[config.mk]
export PLATFORM = sky130hd
export DESIGN_NAME = pipe_stage_reg
export DESIGN_NICKNAME = d
export VERILOG_FILES = /design/src/rtl/pipe_stage_reg.sv
export SDC_FILE = /design/constraint.sdc
export NUM_CORES = 1
export LEC_CHECK = 0
export CAP_MARGIN = 20
export CELL_PAD_IN_SITES_DETAIL_PLACEMENT = 0
export CELL_PAD_IN_SITES_GLOBAL_PLACEMENT = 1
export CORE_ASPECT_RATIO = 0.6
export CORE_MARGIN = 2
export CORE_UTILIZATION = 30
export DETAILED_ROUTE_END_ITERATION = 12
export PLACE_DENSITY = 0.87
export SYNTH_ARGS = -nofsm -noshare
export SYNTH_HDL_FRONTEND = slang
export SYNTH_SLANG_ARGS = --single-unit
[constraint.sdc]
create_clock -name clk -period 5.53 [get_ports clk]
set_input_delay 0.8295 -clock clk [delete_from_list [all_inputs] [get_ports clk]]
set_output_delay 0.8295 -clock clk [all_outputs]
set_load 0.05 [all_outputs]
[src/rtl/pipe_stage_reg.sv]
// Generic inter-stage pipeline register: payload + valid, stall/flush handling,
// sticky illegal-stall detection and saturating bubble/hold counters.
module pipe_stage_reg #(
  parameter int unsigned       DATA_W    = 32,
  parameter logic [DATA_W-1:0] NOP_VAL   = '0,
  parameter int unsigned       STALL_W   = 6,
  parameter int unsigned       STAGE_IDX = 4,
  parameter int unsigned       CNT_W     = 16
) (
  input  logic               clk,
  input  logic               rst,
  input  logic [STALL_W-1:0] stall,
  input  logic               flush,
  input  logic               in_valid,
  input  logic [DATA_W-1:0]  in_data,
  input  logic               cnt_clr,
  output logic               out_valid,
  output logic [DATA_W-1:0]  out_data,
  output logic [CNT_W-1:0]   bubble_cnt,
  output logic [CNT_W-1:0]   hold_cnt,
  output logic               stall_err
);

  typedef enum logic [1:0] {
    ACT_CAPTURE,
    ACT_BUBBLE,
    ACT_HOLD,
    ACT_FLUSH
  } act_e;

  localparam logic [CNT_W-1:0] CNT_MAX = '1;

  logic              sp, sn, illegal;
  act_e              act;

  logic              valid_q, valid_d;
  logic [DATA_W-1:0] data_q, data_d;
  logic [CNT_W-1:0]  bubble_cnt_q, bubble_cnt_d;
  logic [CNT_W-1:0]  hold_cnt_q, hold_cnt_d;
  logic              stall_err_q, stall_err_d;

  assign sp      = stall[STAGE_IDX];
  assign sn      = stall[STAGE_IDX+1];
  assign illegal = !sp && sn;

  // Consumer stalled (legal or not) means hold so unconsumed data is never overwritten.
  always_comb begin
    act = ACT_CAPTURE;
    if (flush)          act = ACT_FLUSH;
    else if (sp && !sn) act = ACT_BUBBLE;
    else if (sn)        act = ACT_HOLD;
  end

  always_comb begin
    valid_d      = valid_q;
    data_d       = data_q;
    bubble_cnt_d = bubble_cnt_q;
    hold_cnt_d   = hold_cnt_q;
    stall_err_d  = stall_err_q | illegal;

    unique case (act)
      ACT_FLUSH, ACT_BUBBLE: begin
        valid_d = 1'b0;
        data_d  = NOP_VAL;
      end
      ACT_CAPTURE: begin
        valid_d = in_valid;
        data_d  = in_valid ? in_data : NOP_VAL;
      end
      default: ;
    endcase

    if (act == ACT_BUBBLE && bubble_cnt_q != CNT_MAX)
      bubble_cnt_d = bubble_cnt_q + CNT_W'(1);
    if (act == ACT_HOLD && hold_cnt_q != CNT_MAX)
      hold_cnt_d = hold_cnt_q + CNT_W'(1);

    if (cnt_clr) begin
      bubble_cnt_d = '0;
      hold_cnt_d   = '0;
      stall_err_d  = 1'b0;
    end
  end

  always_ff @(posedge clk) begin
    if (rst) begin
      valid_q      <= 1'b0;
      data_q       <= NOP_VAL;
      bubble_cnt_q <= '0;
      hold_cnt_q   <= '0;
      stall_err_q  <= 1'b0;
    end else begin
      valid_q      <= valid_d;
      data_q       <= data_d;
      bubble_cnt_q <= bubble_cnt_d;
      hold_cnt_q   <= hold_cnt_d;
      stall_err_q  <= stall_err_d;
    end
  end

  assign out_valid  = valid_q;
  assign out_data   = data_q;
  assign bubble_cnt = bubble_cnt_q;
  assign hold_cnt   = hold_cnt_q;
  assign stall_err  = stall_err_q;

endmodule
======== After elaboration in Yosys (flattened, before gate mapping) ========
Index checks and enable logic that the tools add are counted.
storage, ports and cells
  bits in registers ....................... 66
  bits in latches ......................... 0
  memory bits (writable) .................. 0
  memory bits (read-only) ................. 0
  input port bits ......................... 43
  output and inout port bits .............. 66
  logic and storage cells ................. 29
  memories ................................ 0
cells by class
  add/sub/neg operators ................... 2
  multiply operators ...................... 0
  div/mod/pow operators ................... 0
  magnitude comparators ................... 0
  equal/unequal tests ..................... 5
  shift-type cells ........................ 0
  mux-type cells .......................... 6
  bitwise gates (word level) .............. 1
  reduce and logical (&&, ||, !) cells .... 10
operators by type and width
  cell                     count
  $pmux W32 S2             1
  $add A16 B1 Y16 const B  2
  $mux W32                 1
  $ne A16 B16 Y1 const B   2
  $mux W2                  3
  $eq A2 B2 Y1 const B     2
  $logic_and A1 B1 Y1      4
  $reduce_or A2 Y1         2
  $eq A2 B1 Y1 const B     1
  $logic_not A1 Y1         2
  $logic_not A2 Y1         1
  $pmux W1 S2              1
  $reduce_bool A2 Y1       1
  $or A1 B1 Y1             1

======== Longest topological paths before layout ========
Gate-level depths: netlist of the first run.
  depth after elaboration ................. 7
  gate-level depth with buffers ........... 7

======== Least setup slack after synthesis of the first run ========
Ideal clock, no wire load.
  kind .................................... input port to flip-flop
  from .................................... in stall[5]
  to ...................................... reg bubble_cnt_q[14], in the netlist bubble_cnt[14]
  arrival ................................. 2.319 ns
  slack ................................... 3.079 ns
  stages .................................. 7
  path buffers ............................ 3
  cell sequence ........................... buf_6 -> or3b_1 -> buf_2 -> or4_1 -> buf_2 -> o311ai_1 -> o41ai_1
on the way
  word-level cells in the longest chain between the ends .. 6
  elaborated cells on any way between the ends .. 7
ends and longest elaborated chain
  item                    RTL line  text
  start: declaration      12        input logic [STALL_W-1:0] stall,
  $logic_not A1 Y1        50        else if (sp && !sn) act = ACT_BUBBLE;
  $logic_and A1 B1 Y1     50
  $mux W2 *               50
  $mux W2 *               49        if (flush) act = ACT_FLUSH;
  $eq A2 B1 Y1 *          73        if (act == ACT_BUBBLE && bubble_cnt_q != CNT_MAX)
  $logic_and A1 B1 Y1 *   73
  end signal: assignment  95        bubble_cnt_q <= bubble_cnt_d;
  end: declaration        38        logic [CNT_W-1:0] bubble_cnt_q, bubble_cnt_d;
Mark *: on every way between the ends. The rest lies on a longest branch, timed or not.
A chain may end at the register's enable or synchronous reset.

======== Worst setup path after layout of the first run ========
  from .................................... in stall[5]
  to ...................................... reg bubble_cnt_q[13], in the netlist bubble_cnt[13]
Same word-level chain as after synthesis.

==> results of run 1 <==
[registers in the layout, indices dropped and copies added, names as in the netlist]
signal      cells
stall_err       1
bubble_cnt     16
out_valid       1
out_data       32
hold_cnt       16
[critical path, cell delays in order]
cell	delay, ns
clkdlybuf4s50_1	0.53
or3b_1	0.58
nor4_2	0.58
and4_1	0.29
mux2i_1	0.18
[path summary, 6_finish.rpt]
check              startpoint        endpoint  slack [ns]
hold reg to reg     stall_err       stall_err        0.48
setup reg to reg  hold_cnt[0]     hold_cnt[5]        3.48
hold / removal      stall_err       stall_err        0.48
setup / recovery     stall[5]  bubble_cnt[13]        2.79
[final cells by class]
type / count / area, sq um / area share, %
Tap cell: 116 / 145 / 3.41
Sequential cell: 66 / 1320 / 31.1
Clock buffer: 11 / 253 / 5.95
Inverter: 4 / 15.0 / 0.353
Clock inverter: 5 / 52.6 / 1.24
Multi-Input combinational cell: 222 / 1390 / 32.6
Timing Repair Buffer: 108 / 1080 / 25.3
[metal layers]
| layer | up-vias | share of wire (%) |
|---|---|---|
| met2 | 103 | 42 |
| met5 | - | 0 |
| met1 | 1385 | 49 |
| met3 | 10 | 8.6 |
| met4 | 0 | 0.87 |
| li1 | 1389 | - |
[stage by stage]
stage	instances	utilization [%]	hold WS (ns)	setup WS, ns	instance area, sq um
floorplan	312	-	0.700	3.08	2800
CTS	531	46.5	0.489	2.79	4240
global route	532	46.6	0.508	2.58	4250
finish	532	46.6	0.476	2.79	4250
detailed placement	515	43.1	0.477	2.45	3930
global placement	515	43.1	0.450	2.46	3930
[kinds of logic after synthesis]
logic type / synth area share (%)
AO/OA/AOI/OAI: 22.4
flip-flops: 47.2
adder cells (fa/ha/maj): 0.894
XOR/XNOR: 0.626
AND/OR/NAND/NOR: 24.3
buffers and inverters: 3.57
multiplexers: 1.07
[power breakdown]
part	switching [mW]	leakage [nW]	total, mW	internal [mW]
logic	0.0409	0.739	0.0771	0.0362
clock network	0.207	0.151	0.577	0.371
registers	0.00238	0.532	0.482	0.479
[placed cells by master, fill, tap and decap left out, drive strengths merged, types with 3 or more instances in the layout]
cell | Yosys | layout
or3 | 12 | 12
or4 | 6 | 6
o31ai | 3 | 3
inv | 4 | 4
nand2b | 3 | 3
clkdlybuf4s50 | 0 | 104
o311ai | 5 | 5
nor3 | 3 | 3
nand2 | 11 | 11
clkbuf | 16 | 11
a21oi | 19 | 19
mux2i | 3 | 3
buf | 4 | 3
and3 | 4 | 4
nand3 | 13 | 13
nand3b | 3 | 3
clkinv | 0 | 3
o41ai | 7 | 7
nor2 | 42 | 42
nand4 | 8 | 8
o21ai | 11 | 11
a22oi | 32 | 32
and4 | 8 | 8
nor4 | 5 | 5
dfxtp | 66 | 66
==> summary by stage, run 1 <==
Status
The run finished with clean final reports.

Die
109 I/O pins were placed. Measured along the x axis, the die boundary spans 129 microns. The die footprint is 10100 sq um. The vertical die dimension is 78.8 microns. Row generation in the floorplan step produced 27 rows. The area of the core is 9120 sq um. The initial standard-cell utilization of the core is 30.7%.

Logic synthesis
Of the synthesized area, sequential elements account for 47.2%. The Yosys step of the flow raised 0 warnings. The number of distinct library cell variants in the gate-level netlist after synthesis is 45.

In this run the mean area of a mapped cell was 8.97 sq um. By count the netlist is led by dfxtp_1, nor2_1, a22oi_1, a21oi_1, clkbuf_1. The net count of the mapped netlist is 357.

The count of flip-flops with a built-in enable after synthesis is 0. The post-synth design cell area is between 2000 and 3000 sq um. Synthesis produced a netlist whose cell count is 312. The biggest area contributor in the post-synthesis netlist is dfxtp_1. After synthesis, the share of flip-flops with an asynchronous set or reset is 0%. The most frequently used flop master after synthesis is dfxtp_1. The area share of the leading cell type in the synthesized netlist is 47.2%. By instance count, the leading cell after synthesis is dfxtp_1. Sorting the synthesized cells by area gives the leading types as dfxtp_1, a22oi_1, nor2_1. The number of register bits inferred by synthesis is 66.

Setup path
For the worst flop-to-flop path, the logic depth is 5. Along the worst path, the maximum fanout reaches 9. STA classifies the critical path startpoint as a primary input. The critical path in this run is classified as in -> reg. STA classifies the critical path endpoint as a flop. The data required time at the worst endpoint is about 5.8 ns. The data arrival time of the critical path is 2.99 ns.

Clocking
The root buffer cell chosen for the clock tree is clkbuf_16. The number of hold buffers added after CTS is 0. TritonCTS built the clock tree.

The H-tree generated during clock tree synthesis spans 3 levels. In this run the post-CTS setup repair buffer count came out at 0. The later pin in the worst-skew pair is clocked with a latency of 0.33 ns.

Buffers inserted during clock tree synthesis total 9. The clock-pin slew on the worst setup and hold paths is 0.05 ns. The post-CTS resize count is 0. The clock drives 66 sinks. The number of buffers between clock root and the deepest sink is 2.

Worst hold path
The path type of the worst min-delay path is reg -> reg. Counting instances, the worst hold path has a depth of 2.

STA
Counting I/O delays and the setup requirement, the final critical path takes 2.74 ns. The share of the cycle needed by the critical path after routing is roughly 49%. The relative max-transition margin is 36.2%. The aggregate negative setup slack is 0 ns.

Setup repair after global routing left no endpoint under its margin. The final setup skew is 0.00567 ns. The final number of max-transition violations is 0. For the pin with the worst max-slew slack, the measured transition is 0.953 ns.

The hold violation total from the final report is 0. Based on the critical path, the design can be clocked at up to between 0.3 and 0.4 GHz. Setup violations remaining at the end of the flow were counted as 0.

Job
Max-cap violations in this run came to 0.

Global route
The number of antenna violations at the first check in global routing was 0. The sum of overflow across all layers after global routing is 0. The pin count of the biggest net entering global routing is 40. The first global-routing pass estimated 13600 microns of wire. The global routing met3 resource utilization is 7.21%. met1 is the most crowded layer.

The number of global-route vias before repair came to 2596. The met1 routing resource usage after global routing is roughly a quarter. The global router's overall resource usage is between 10% and 20%. The global routing met2 resource utilization is 23.5%.

Cells and area
The net count of the finished layout is 456. The antenna diode count is 0. The number of fillers in the final layout is ~880. Of the cells placed in the final design, the portion with a size suffix greater than 1 is 5.77%. The post-synthesis to final-layout area growth is 51.8%.

Route
In this run, the number of DRC markers left after iteration 0 of detailed routing was 295. The first-pass detailed-route iteration total is 5. After detailed routing, the number of remaining DRC violations is 0. Dividing the detail-routed wire length by the instance count gives 16.4 microns. The routed via count divided by cell count is 5.43.

The number of routed nets with antenna violations is 0. For this block, the via count after detailed routing is a little under 3000. Summed over all layers, the routed wires come to 8720 microns.

Pwr
The worst-case IR drop observed on VDD is 0.148 mV. The total power of the final layout is ~1.1 mW. The power density normalized to cell area is 267 nW/um^2. The static leakage power is 1.42 nW.

Placement
Once detailed placement completed, the half-perimeter wirelength came to 6000 microns. The final estimated routing congestion in global placement is 0.820. The port buffer count is 104.
No activity file was read; power rests on OpenSTA's default activity.
==> inputs of run 2 (changes only) <==
CORE_UTILIZATION = 28   (was 30)
PLACE_DENSITY = 0.86   (was 0.87)
clock period = 2.3 ns   (was 5.53 ns; I/O delays follow)
==> run 2 against run 1 <==
Cell area rose by 1.5%. Clock-buffer cell count fell by 1. Register-to-register slack got worse by 3.2 ns. Clock power rose by 120%. Power rose by 130%. Routed wire length fell by 4.7%. Global-route usage fell by 2.0 points. Utilization fell by 2.6 points.
==> summary by stage, run 2 (synthesis gave the netlist of run 1 again) <==
Status
The flow ran to the end, and the final reports show no timing, DRC or antenna violations.

Cells and area
The post-route core utilization is 44.0% (-2.6 points). The share of final-layout standard cells stronger than drive strength 1 is 8.00% (+2.2 points). The net total in the final layout was 465 (+2.0%). The sequential cell area in the final layout came to 1320 sq um (unchanged). The most common cell after layout, fill and taps aside is clkdlybuf4s50_1. The area taken by multi-input logic gates was 1390 sq um (unchanged). The top cell types in the final layout, fill and taps aside, are clkdlybuf4s50_1, dfxtp_1, nor2_1.

The post-synthesis to final-layout area growth is 54.0%. The antenna diode count is 0 (unchanged). The cell area after layout is 4310 sq um (+1.5%). The number of flip-flops in the largest register is 32 (unchanged). The number of fillers in the final layout is 974 (+11%).

Placement
The final estimated routing congestion in global placement is 0.791 (-3.6%). The port buffer count is 104 (unchanged). The half-perimeter wire length of the detailed placement result came to 6030 microns (+0.45%). The placed standard-cell area was 4030 sq um (+2.5%). The minimum setup slack after placement was -0.0963 ns (-2.54 ns).

Setup path
The highest fanout seen on the critical path is 6 (-3). The data arrival time of the critical path is 2.29 ns (-0.70 ns). The element type at the critical path end is a flop. The register-to-register setup slack is 0.31 ns (-3.17 ns). STA classifies the critical path startpoint as a primary input.

The worst setup path category is in -> reg. The data required time at the worst endpoint was 2.49 ns (-3.30 ns).

STA
The highest clock rate is ~0.48 GHz. The final setup skew came to 0.00431 ns (-0.00136 ns). The share of the cycle needed by the critical path after routing is 91.2%. The minimum setup slack in the final design came to 0.201 ns (-2.59 ns). The time the worst path needs with I/O delays and setup is 2.10 ns. The final setup violation count came to 0 (unchanged). The actual slew at the worst max-slew pin is 0.848 ns (-0.105 ns). Setup repair after global routing left no endpoint under its margin. The relative max-transition margin is 43.3% (+7.1 points).

The hold violation total from the final report is 0 (unchanged). The final number of max-transition violations came to 0 (unchanged).

Die
The initial standard-cell utilization of the core was 28.5% (-2.2 points). The area of the core came to 9810 sq um (+7.5%). The die footprint was 10800 sq um (+6.8%).

The vertical die dimension is 81.5 microns (+3.3%). The die width was 133 microns (+3.4%). The site row count came to 28 (+3.7%). The number of top-level pins is 109 (unchanged).

Clocking
The TritonCTS clock tree is done. The post-CTS setup-driven buffer insertion count is 0 (unchanged). The post-CTS resize count is 0 (unchanged). The clock-pin slew on the worst setup and hold paths is 0.06 ns (about the same). The count of H-tree levels built during CTS is 3 (unchanged). The library cell used as clock root buffer is clkbuf_16. The number of hold buffers added after CTS is 0 (unchanged). The clock sink count is 66 (unchanged). The insertion delay to the later sink of the worst-skew pair is 0.32 ns (about the same). The CTS buffer count is 9 (unchanged). The number of buffers between clock root and the deepest sink is 2 (unchanged).

Global route
The global routing's busiest layer is met2. The global routing met2 resource utilization was 22.1% (-1.4 points). The global-route wire length before repair was 12800 microns (-5.9%). The pin count of the biggest net entering global routing is 35 (-13%).

The global routing met3 resource utilization came to 5.74% (-1.5 points). The number of global-route vias before repair was 2520 (-2.9%). The sum of overflow across all layers after global routing is 0 (unchanged). The met1 routing resource usage after global routing was 20.6% (-4.0 points). The global router's overall resource usage is 15.1% (-2.0 points). The number of antenna violations at the first check in global routing came to 0 (unchanged).

Route
The number of DRC markers after the initial detailed-route iteration is 155 (-47%). The total number of vias is 2859 (-0.97%). The routed length per instance was 14.8 microns (-9.4%). The number of DRC violations after detailed routing is 0 (unchanged). The wire length reported by the detailed router came to 8310 microns (-4.7%). The first-pass detailed-route iteration total is 4 (-1). The routed via count divided by cell count was 5.11 (-5.9%). The number of routed nets with antenna violations is 0 (unchanged).

Pwr
The maximum VDD drop is 0.321 mV (+120%). The total power of the final layout is 2.62 mW (+130%). The power density normalized to cell area is 607 nW/um^2 (+130%). The static leakage power is 1.43 nW (+0.54%).

Worst hold path
The path type of the worst min-delay path is reg -> reg.

Job
The max-capacitance violation count is 0 (unchanged).
run 2: final timing paths:
path / start / endpoint / depth (start not counted)
worst max-delay path: stall[4] / bubble_cnt[14] / 5
worst min-delay path: stall_err / stall_err / 2
worst max register to register: bubble_cnt[0] / bubble_cnt[14] / 5
worst min register to register: stall_err / stall_err / 2
run 2: final cells by class:
class	count	share of cell area (%)
clock buffer	10	5.54
inverter	4	0.348
multi-input combinational	222	32.2
timing repair buffer	117	26.4
tap	135	3.92
sequential	66	30.6
clock inverter	6	0.986
run 2: routing by layer:
layer | wire length (microns) | up-vias
li1 | - | 1408
met1 | 3950 | 1347
met2 | 3630 | 94
met3 | 630 | 10
met4 | 97 | 0
met5 | 0 | -
run 2: stage by stage:
stage               instances  hold WS [ns]  setup TNS [ns]
floorplan                 312         0.493               0
global placement          544         0.454         -0.0272
detailed placement        544         0.471          -0.155
CTS                       560         0.487               0
global route              560         0.515               0
finish                    560         0.487               0
run 2: critical path, cell delays in order:
cell	delay (ns)
clkdlybuf4s50_1	0.49
or3b_1	0.45
or4_1	0.55
o311ai_1	0.32
o41ai_1	0.14
run 2: power by group:
part           switching [mW]  leakage [nW]  internal, mW
Clock                   0.509         0.134         0.757
Combinational          0.0986         0.764        0.0931
Sequential            0.00565         0.532          1.15
